[config.mk]
export PLATFORM = sky130hd
export DESIGN_NAME = router_pkt_reg
export DESIGN_NICKNAME = d
export VERILOG_FILES = /design/src/rtl/router_pkg.sv /design/src/rtl/router_parity_acc.sv /design/src/rtl/router_pkt_reg.sv
export SDC_FILE = /design/constraint.sdc
export NUM_CORES = 1
export LEC_CHECK = 0
export BUFFER_PORTS_ARGS = -buffer_cell sky130_fd_sc_hd__buf_2
export CAP_MARGIN = 10
export CORE_AREA = 3 3 67 69
export CTS_CLUSTER_DIAMETER = 60
export DETAILED_ROUTE_END_ITERATION = 10
export DIE_AREA = 0 0 70 72
export MAX_ROUTING_LAYER = met4
export PLACE_DENSITY = 0.73
export SLEW_MARGIN = 5
export SYNTH_ARGS = -nofsm -noshare
export SYNTH_HDL_FRONTEND = slang
export SYNTH_HIERARCHICAL = 1
export SYNTH_SLANG_ARGS = --single-unit
export TNS_END_PERCENT = 20
[constraint.sdc]
create_clock -name clock -period 3.1 [get_ports clock]
set_input_delay 0.465 -clock clock [delete_from_list [all_inputs] [get_ports clock]]
set_output_delay 0.465 -clock clock [all_outputs]
set_load 0.05 [all_outputs]
[src/rtl/router_pkg.sv]
// Shared constants and FSM state encoding for the router datapath.
// Imported by the register stage, the parity accumulator and the bench.
package router_pkg;

  localparam int         PKT_DATA_WIDTH   = 8;
  localparam logic [1:0] PKT_ADDR_INVALID = 2'b11;

  typedef enum logic [2:0] {
    DECODE_ADDRESS     = 3'b000,
    LOAD_FIRST_DATA    = 3'b001,
    LOAD_DATA          = 3'b010,
    FIFO_FULL_STATE    = 3'b011,
    LOAD_AFTER_FULL    = 3'b100,
    LOAD_PARITY        = 3'b101,
    CHECK_PARITY_ERROR = 3'b110,
    WAIT_TILL_EMPTY    = 3'b111
  } fsm_state_t;

  function automatic logic is_hdr_addr(
    input logic [1:0] addr
  );
    return addr != PKT_ADDR_INVALID;
  endfunction

endpackage

[src/rtl/router_parity_acc.sv]
// Running XOR parity, captured packet parity and the mismatch flag
// presented to the FSM after the check strobe.
module router_parity_acc
  import router_pkg::*;
#(
  parameter int DATA_WIDTH = PKT_DATA_WIDTH
) (
  input  logic                  clock,
  input  logic                  reset,
  input  logic                  i_clr,
  input  logic                  i_acc_en,
  input  logic [DATA_WIDTH-1:0] i_acc_data,
  input  logic                  i_ld_en,
  input  logic [DATA_WIDTH-1:0] i_ld_data,
  input  logic                  i_chk,
  input  logic                  i_chk_qual,
  input  logic                  i_err_clr,
  output logic                  o_err
);

  logic [DATA_WIDTH-1:0] r_internal_parity;
  logic [DATA_WIDTH-1:0] r_packet_parity;
  logic                  r_err;
  logic                  w_mismatch;

  assign w_mismatch = r_internal_parity != r_packet_parity;

  always_ff @(posedge clock or posedge reset) begin
    if (reset) begin
      r_internal_parity <= '0;
    end else if (i_clr) begin
      r_internal_parity <= '0;
    end else if (i_acc_en) begin
      r_internal_parity <= r_internal_parity ^ i_acc_data;
    end
  end

  always_ff @(posedge clock or posedge reset) begin
    if (reset) begin
      r_packet_parity <= '0;
    end else if (i_ld_en) begin
      r_packet_parity <= i_ld_data;
    end
  end

  // A mismatch only counts once the parity byte has actually arrived.
  always_ff @(posedge clock or posedge reset) begin
    if (reset) begin
      r_err <= 1'b0;
    end else if (i_err_clr) begin
      r_err <= 1'b0;
    end else if (i_chk) begin
      r_err <= i_chk_qual & w_mismatch;
    end
  end

  assign o_err = r_err;

endmodule

[src/rtl/router_pkt_reg.sv]
// Router datapath register stage: header/hold latches, output byte,
// parity bookkeeping and status flags back to the control FSM.
module router_pkt_reg
  import router_pkg::*;
#(
  parameter int         DATA_WIDTH   = PKT_DATA_WIDTH,
  parameter logic [1:0] ADDR_INVALID = PKT_ADDR_INVALID
) (
  input  logic                  clock,
  input  logic                  reset,
  input  logic                  pkt_valid,
  input  logic [DATA_WIDTH-1:0] data_in,
  input  logic                  fifo_full,
  input  logic                  detect_add,
  input  logic                  lfd_state,
  input  logic                  ld_state,
  input  logic                  laf_state,
  input  logic                  full_state,
  input  logic                  rst_int_reg,
  output logic [DATA_WIDTH-1:0] dout,
  output logic                  parity_done,
  output logic                  low_packet_valid,
  output logic                  err
);

  logic [DATA_WIDTH-1:0] r_dout;
  logic [DATA_WIDTH-1:0] r_header_byte;
  logic [DATA_WIDTH-1:0] r_hold_byte;
  logic                  r_parity_done;
  logic                  r_low_pkt_valid;

  logic                  w_lfd;
  logic                  w_ld;
  logic                  w_laf;
  logic                  w_chk;
  logic                  w_hdr_ld;
  logic                  w_hold_ld;
  logic                  w_pp_ld_data;
  logic                  w_pp_ld_hold;
  logic                  w_pp_ld;
  logic [DATA_WIDTH-1:0] w_pp_data;
  logic                  w_acc_en;
  logic [DATA_WIDTH-1:0] w_acc_data;
  logic [DATA_WIDTH-1:0] w_dout_nxt;
  logic                  w_err;

  // Priority lfd > ld > laf > rst_int_reg guards against overlap.
  assign w_lfd = lfd_state;
  assign w_ld  = ld_state & ~lfd_state;
  assign w_laf = laf_state & ~lfd_state & ~ld_state;
  assign w_chk = rst_int_reg & ~lfd_state & ~ld_state & ~laf_state;

  assign w_hdr_ld  = detect_add & pkt_valid
                   & (data_in[1:0] != ADDR_INVALID);
  assign w_hold_ld = w_ld & fifo_full;

  assign w_pp_ld_data = w_ld & ~pkt_valid & ~fifo_full;
  assign w_pp_ld_hold = w_laf & r_low_pkt_valid & ~r_parity_done;
  assign w_pp_ld      = w_pp_ld_data | w_pp_ld_hold;
  assign w_pp_data    = w_pp_ld_data ? data_in : r_hold_byte;

  assign w_acc_en   = w_lfd | (w_ld & pkt_valid);
  assign w_acc_data = w_lfd ? r_header_byte : data_in;

  always_comb begin
    w_dout_nxt = r_dout;
    if (w_lfd) begin
      w_dout_nxt = r_header_byte;
    end else if (w_ld && !fifo_full) begin
      w_dout_nxt = data_in;
    end else if (w_laf) begin
      w_dout_nxt = r_hold_byte;
    end
  end

  always_ff @(posedge clock or posedge reset) begin
    if (reset) begin
      r_dout <= '0;
    end else begin
      r_dout <= w_dout_nxt;
    end
  end

  always_ff @(posedge clock or posedge reset) begin
    if (reset) begin
      r_header_byte <= '0;
    end else if (w_hdr_ld) begin
      r_header_byte <= data_in;
    end
  end

  always_ff @(posedge clock or posedge reset) begin
    if (reset) begin
      r_hold_byte <= '0;
    end else if (w_hold_ld) begin
      r_hold_byte <= data_in;
    end
  end

  always_ff @(posedge clock or posedge reset) begin
    if (reset) begin
      r_parity_done <= 1'b0;
    end else if (w_pp_ld) begin
      r_parity_done <= 1'b1;
    end else if (detect_add) begin
      r_parity_done <= 1'b0;
    end
  end

  always_ff @(posedge clock or posedge reset) begin
    if (reset) begin
      r_low_pkt_valid <= 1'b0;
    end else if (rst_int_reg) begin
      r_low_pkt_valid <= 1'b0;
    end else if (w_ld && !pkt_valid) begin
      r_low_pkt_valid <= 1'b1;
    end
  end

  router_parity_acc #(
    .DATA_WIDTH (DATA_WIDTH)
  ) u_parity (
    .clock      (clock),
    .reset      (reset),
    .i_clr      (detect_add),
    .i_acc_en   (w_acc_en),
    .i_acc_data (w_acc_data),
    .i_ld_en    (w_pp_ld),
    .i_ld_data  (w_pp_data),
    .i_chk      (w_chk),
    .i_chk_qual (r_parity_done),
    .i_err_clr  (w_lfd),
    .o_err      (w_err)
  );

  assign dout             = r_dout;
  assign parity_done      = r_parity_done;
  assign low_packet_valid = r_low_pkt_valid;
  assign err              = w_err;

  a_strobe_onehot : assert property (
    @(posedge clock) disable iff (reset)
    $onehot0({lfd_state, ld_state, laf_state,
              full_state, rst_int_reg})
  );

endmodule

======== After elaboration in Yosys (flattened, before gate mapping) ========
Index checks and enable logic that the tools add are counted.
cells by class
  eq/ne operators ......................... 2
  muxes and demuxes ....................... 13
  bitwise gates (word level) .............. 24
  reduce and logical (&&, ||, !) cells .... 9
operators by type and width
  operator              number
  $mux W8               7
  $and A1 B1 Y1         15
  $ne A8 B8 Y1          1
  $reduce_bool A2 Y1    4
  $xor A8 B8 Y8         1
  $mux W1               6
  $not A1 Y1            6
  $reduce_bool A3 Y1    1
  $logic_and A1 B1 Y1   2
  $logic_not A1 Y1      2
  $ne A2 B2 Y1 const B  1
  $or A1 B1 Y1          2
word-level totals
  register bits after elaboration ......... 43
  bits of input ports ..................... 18

======== Longest topological paths before layout ========
  depth in word-level cells ............... 7
  mapped depth ............................ 7
  depth with buffers taken out ............ 4

======== Hierarchy ========
The synthesis kept the hierarchy.
modules (own cells, without submodules)
  module             instances  cells an instance  area each (µm²)
  router_pkt_reg     1          115                1,377.6
  router_parity_acc  1          68                 773.2

======== Least setup slack after synthesis ========
No wires, ideal clock.
  path kind ............................... input-to-reg
  start ................................... in lfd_state
  end ..................................... reg u_parity.r_packet_parity[0]
  arrival ................................. 1.916 ns
  setup slack ............................. 1.059 ns
  stages .................................. 6
  path through ............................ or3b_1 buf_2 or3b_1 nand2b_1 buf_2 mux2_2
on the way
  longest elaborated chain between the ends .. 6
  elaborated cells on any way between the ends .. 10
ends and longest elaborated chain
  element                      RTL line                                    text
  start: declaration           router_pkt_reg.sv:15                        input logic lfd_state,
  $not A1 Y1 *                 router_pkt_reg.sv:49, router_pkt_reg.sv:50
  $and A1 B1 Y1 (2 in series)  router_pkt_reg.sv:50                        assign w_laf = laf_state & ~lfd_state & ~ld_state;
  $and A1 B1 Y1 (2 in series)  router_pkt_reg.sv:58                        assign w_pp_ld_hold = w_laf & r_low_pkt_valid & ~r_parity_done;
  $or A1 B1 Y1 *               router_pkt_reg.sv:59                        assign w_pp_ld = w_pp_ld_data | w_pp_ld_hold;
  via w_pp_ld                  router_pkt_reg.sv:40                        logic w_pp_ld;
  end signal: assignment       router_parity_acc.sv:42                     r_packet_parity <= i_ld_data;
  end: declaration             router_parity_acc.sv:22                     logic [DATA_WIDTH-1:0] r_packet_parity;
The timed path passes the listed nets; every way through them passes the cells marked *.
A chain may end at the register's enable or synchronous reset.

======== Final worst setup path ========
  start ................................... in ld_state
  end ..................................... reg u_parity.r_packet_parity[4]
on the way
  longest elaborated chain between the ends .. 5
  elaborated cells on any way between the ends .. 9
ends and longest elaborated chain
  element                      RTL line              text
  start: declaration           router_pkt_reg.sv:16  input logic ld_state,
  $not A1 Y1                   router_pkt_reg.sv:50
  $and A1 B1 Y1                router_pkt_reg.sv:50
  $and A1 B1 Y1 (2 in series)  router_pkt_reg.sv:58
  $or A1 B1 Y1 *               router_pkt_reg.sv:59
  via w_pp_ld                  router_pkt_reg.sv:40
Marked as above.

==> qor.csv <==
stage,metric,value,unit
sta,final setup fails,0,
critical_path,FF-to-FF setup slack,1.45,ns
sta,Final Hold Viols,0,
logic_synthesis,Synth Warn #,6,
floorplan,Rows,23,
sta,RSZ-0062 raised after global routing,no,
run,max-cap violation count,0,
sta,minimum clock period,2.095,ns
cells_and_area,nets,229,
critical_path,Setup CP Type,in -> reg,
cells_and_area,Non-Filler Instances,261,
power_and_ir_drop,Pwr per Cell Area,627.8,mW/mm²
grt,vias in the first global route,1476,
clock_tree,setup bufs post-CTS,0,
floorplan,core area,0.003971,mm²
sta,setup TNS,0,ns
route,routed via count,1458,
cells_and_area,"leading cell type in the layout, fill and taps excluded",dfrtp_1,
logic_synthesis,Synth area leader,dfrtp_1,
route,# DRC,0,
sta,fmax,0.4773,GHz
route,DR pass1 iterations,4,
floorplan,Vert. Die Dim,72,µm
critical_path,CP startpoint kind,input pin,
clock_tree,H-tree depth,2,
min_path,HP Class,in -> async,
clock_tree,Clock Latency Late Sink,0.30,ns
critical_path,CP required,3.28,ns
cells_and_area,area of the multi-input gates,0.001027,mm²
logic_synthesis,Synth cell types,24,
route,Detailed Route WL,4.341,mm
floorplan,IO Count,29,
clock_tree,CTS Sinks,43,
clock_tree,CTS resizes,0,
cells_and_area,Fill cells,319,
route,Detail Route Antenna Nets,0,
sta,Final Max Tran Viols,0,
grt,gr ovfl total,0,
critical_path,r2r worst-path depth,3,
critical_path,r2r startpoint,parity_done,
cells_and_area,ratio of cells with drive above 1 in the final layout,39.81,%
clock_tree,CTS Root Cell,clkbuf_8,
placed_design,Detail Placement HPWL,3.159,mm
grt,GRT Overall Usage,19.16,%
sta,final period utilization,67.58,%
route,Initial DRC Count,109,
clock_tree,CTS Hold Buffers Added,0,
logic_synthesis,sequential-to-total area share from yosys stat,50.03,%
sta,skew final,0.005580,ns
cells_and_area,Final Cell Area,0.002415,mm²
route,vias per cell,5.586,
clock_tree,CTS Buffer Depth,2,
critical_path,Critical Path AT,2.28,ns
critical_path,crit-path max FO,9,
clock_tree,CTS buffer count,5,
logic_synthesis,syn avg cell area,11.75,µm²
grt,GR Util met2,29.17,%
placed_design,Port Buffer Count,27,
logic_synthesis,Mapped Cells,183,
outcome,status,"complete, no violations",
cells_and_area,Sequential Area,0.001076,mm²
grt,GRT met1 Usage,24.82,%
clock_tree,CTS clock-pin slew for the worst setup and hold paths,0.08,ns
placed_design,total placed cells including tap cells,254,
floorplan,Initial Util,54.16,%
cells_and_area,number of inserted diodes,0,
grt,largest net degree at the start of global routing,33,
critical_path,reg2reg end,u_parity/r_packet_parity[4],
grt,Top Usage Layer GRT,met2,
critical_path,CP endpoint kind,flop,
route,WL per Instance,16.63,µm
clock_tree,CTS tree,built,
sta,Slew headroom,32.82,%
grt,global-route track usage on met3,4.848,%
logic_synthesis,Synth Register Bits,43,
power_and_ir_drop,Pwr Total,1516,µW
floorplan,width of the die,70,µm
placed_design,DP Area,0.002327,mm²
placed_design,RD Place Congestion,0.8483,
floorplan,DIE AREA,0.005040,mm²
logic_synthesis,Area contributors post-synth,"dfrtp_1 (50%), mux2_2 (20%), o221a_2 (4.2%)",
grt,global-route wire length before repair,7.217,mm
grt,antenna violations before repair,0,
cells_and_area,"commonest cells after routing, fill and taps aside","dfrtp_1 (43), mux2_2 (38), buf_2 (27), nor2_1 (22), nand2_1 (11)",
logic_synthesis,"Net Count, Synth",201,
power_and_ir_drop,Worst VDD drop,314.2,µV
logic_synthesis,Post-Synthesis Cell Area,0.002151,mm²
sta,worst-margin pin slew,1.007,ns
power_and_ir_drop,P_leak,0.001076,µW
logic_synthesis,post-synth top area share,50.03,%
cells_and_area,Area growth syn-to-layout,12.27,%
-- cell type report --
class | instances | share of cell area [%]
Tap cell | 50 | 2.591
Clock inverter | 1 | 0.2073
Clock buffer | 6 | 3.420
Timing Repair Buffer | 29 | 6.218
Multi-Input combinational cell | 129 | 42.54
Inverter | 3 | 0.4663
Sequential cell | 43 | 44.56
-- cells by family after synthesis --
| family | after synthesis | synth area share [%] |
|---|---|---|
| simple gates | 53 | 12.80 |
| flops | 43 | 50.03 |
| mux | 38 | 19.90 |
| compound gates | 22 | 8.552 |
| xor+xnor | 16 | 6.516 |
| buf+inv | 11 | 2.210 |
-- synth_stat cells (all sizes together) --
library cell  count
a21o              2
nor2b             9
nor4b             1
nand2b            2
a211o             1
buf               6
o221a             8
nand2            11
nand4             2
or3b              2
xnor2             8
clkbuf            2
mux2             38
nor2             22
dfrtp            43
inv               3
nor4              1
nor3b             1
a21oi             8
nand3b            2
o31ai             1
o22a              2
xor2              8
-- through the flow --
step | worst slack, ns | utilization [%] | hold slack, ns
2_1_floorplan | 1.059 | - | 0.3911
3_5_place_dp | 0.7256 | 58.60 | 0.4814
5_1_grt | 0.9135 | 60.81 | 0.2846
6_report | 1.005 | 60.81 | 0.2425
3_3_place_gp | 0.7238 | 58.60 | 0.4619
4_1_cts | 1.036 | 60.81 | 0.2669
-- state kept, by name, indices dropped and copies added, names as in the netlist --
register and flops:
parity_done 1, u_parity/o_err 1, r_hold_byte 8, dout 8, u_parity/r_internal_parity 8, u_parity/r_packet_parity 8, r_header_byte 8, low_packet_valid 1
-- power by group --
part / leakage (µW) / internal, µW / switching, µW
sequential: 0.000523 / 674 / 79.9
clock: 0.0000470 / 175 / 183
combinational: 0.000506 / 194 / 211
-- worst max-delay path: stages --
cell and delay (ns):
buf_2 0.13, or3b_1 0.53, or3b_1 0.43, nand2b_1 0.33, mux2_2 0.39
-- routing by layer --
| metal | vias to the layer above | wire length (µm) |
|---|---|---|
| met5 | - | 0 |
| met3 | 10 | 171 |
| met4 | 0 | 97 |
| met2 | 29 | 2059 |
| met1 | 723 | 2013 |
| li1 | 696 | - |
-- worst max path at each step --
stage               startpoint                          end  slack (ns)  cells after the start
finish                ld_state  u_parity/r_packet_parity[4]        1.00                      5
detailed placement    ld_state  u_parity/r_packet_parity[7]        0.73                      5
CTS                   ld_state  u_parity/r_packet_parity[4]        1.04                      5
global route          ld_state  u_parity/r_packet_parity[4]        0.91                      5
global placement      ld_state  u_parity/r_packet_parity[3]        0.72                      5
floorplan            lfd_state  u_parity/r_packet_parity[0]        1.06                      6
Power figures use the tool's default switching activity.
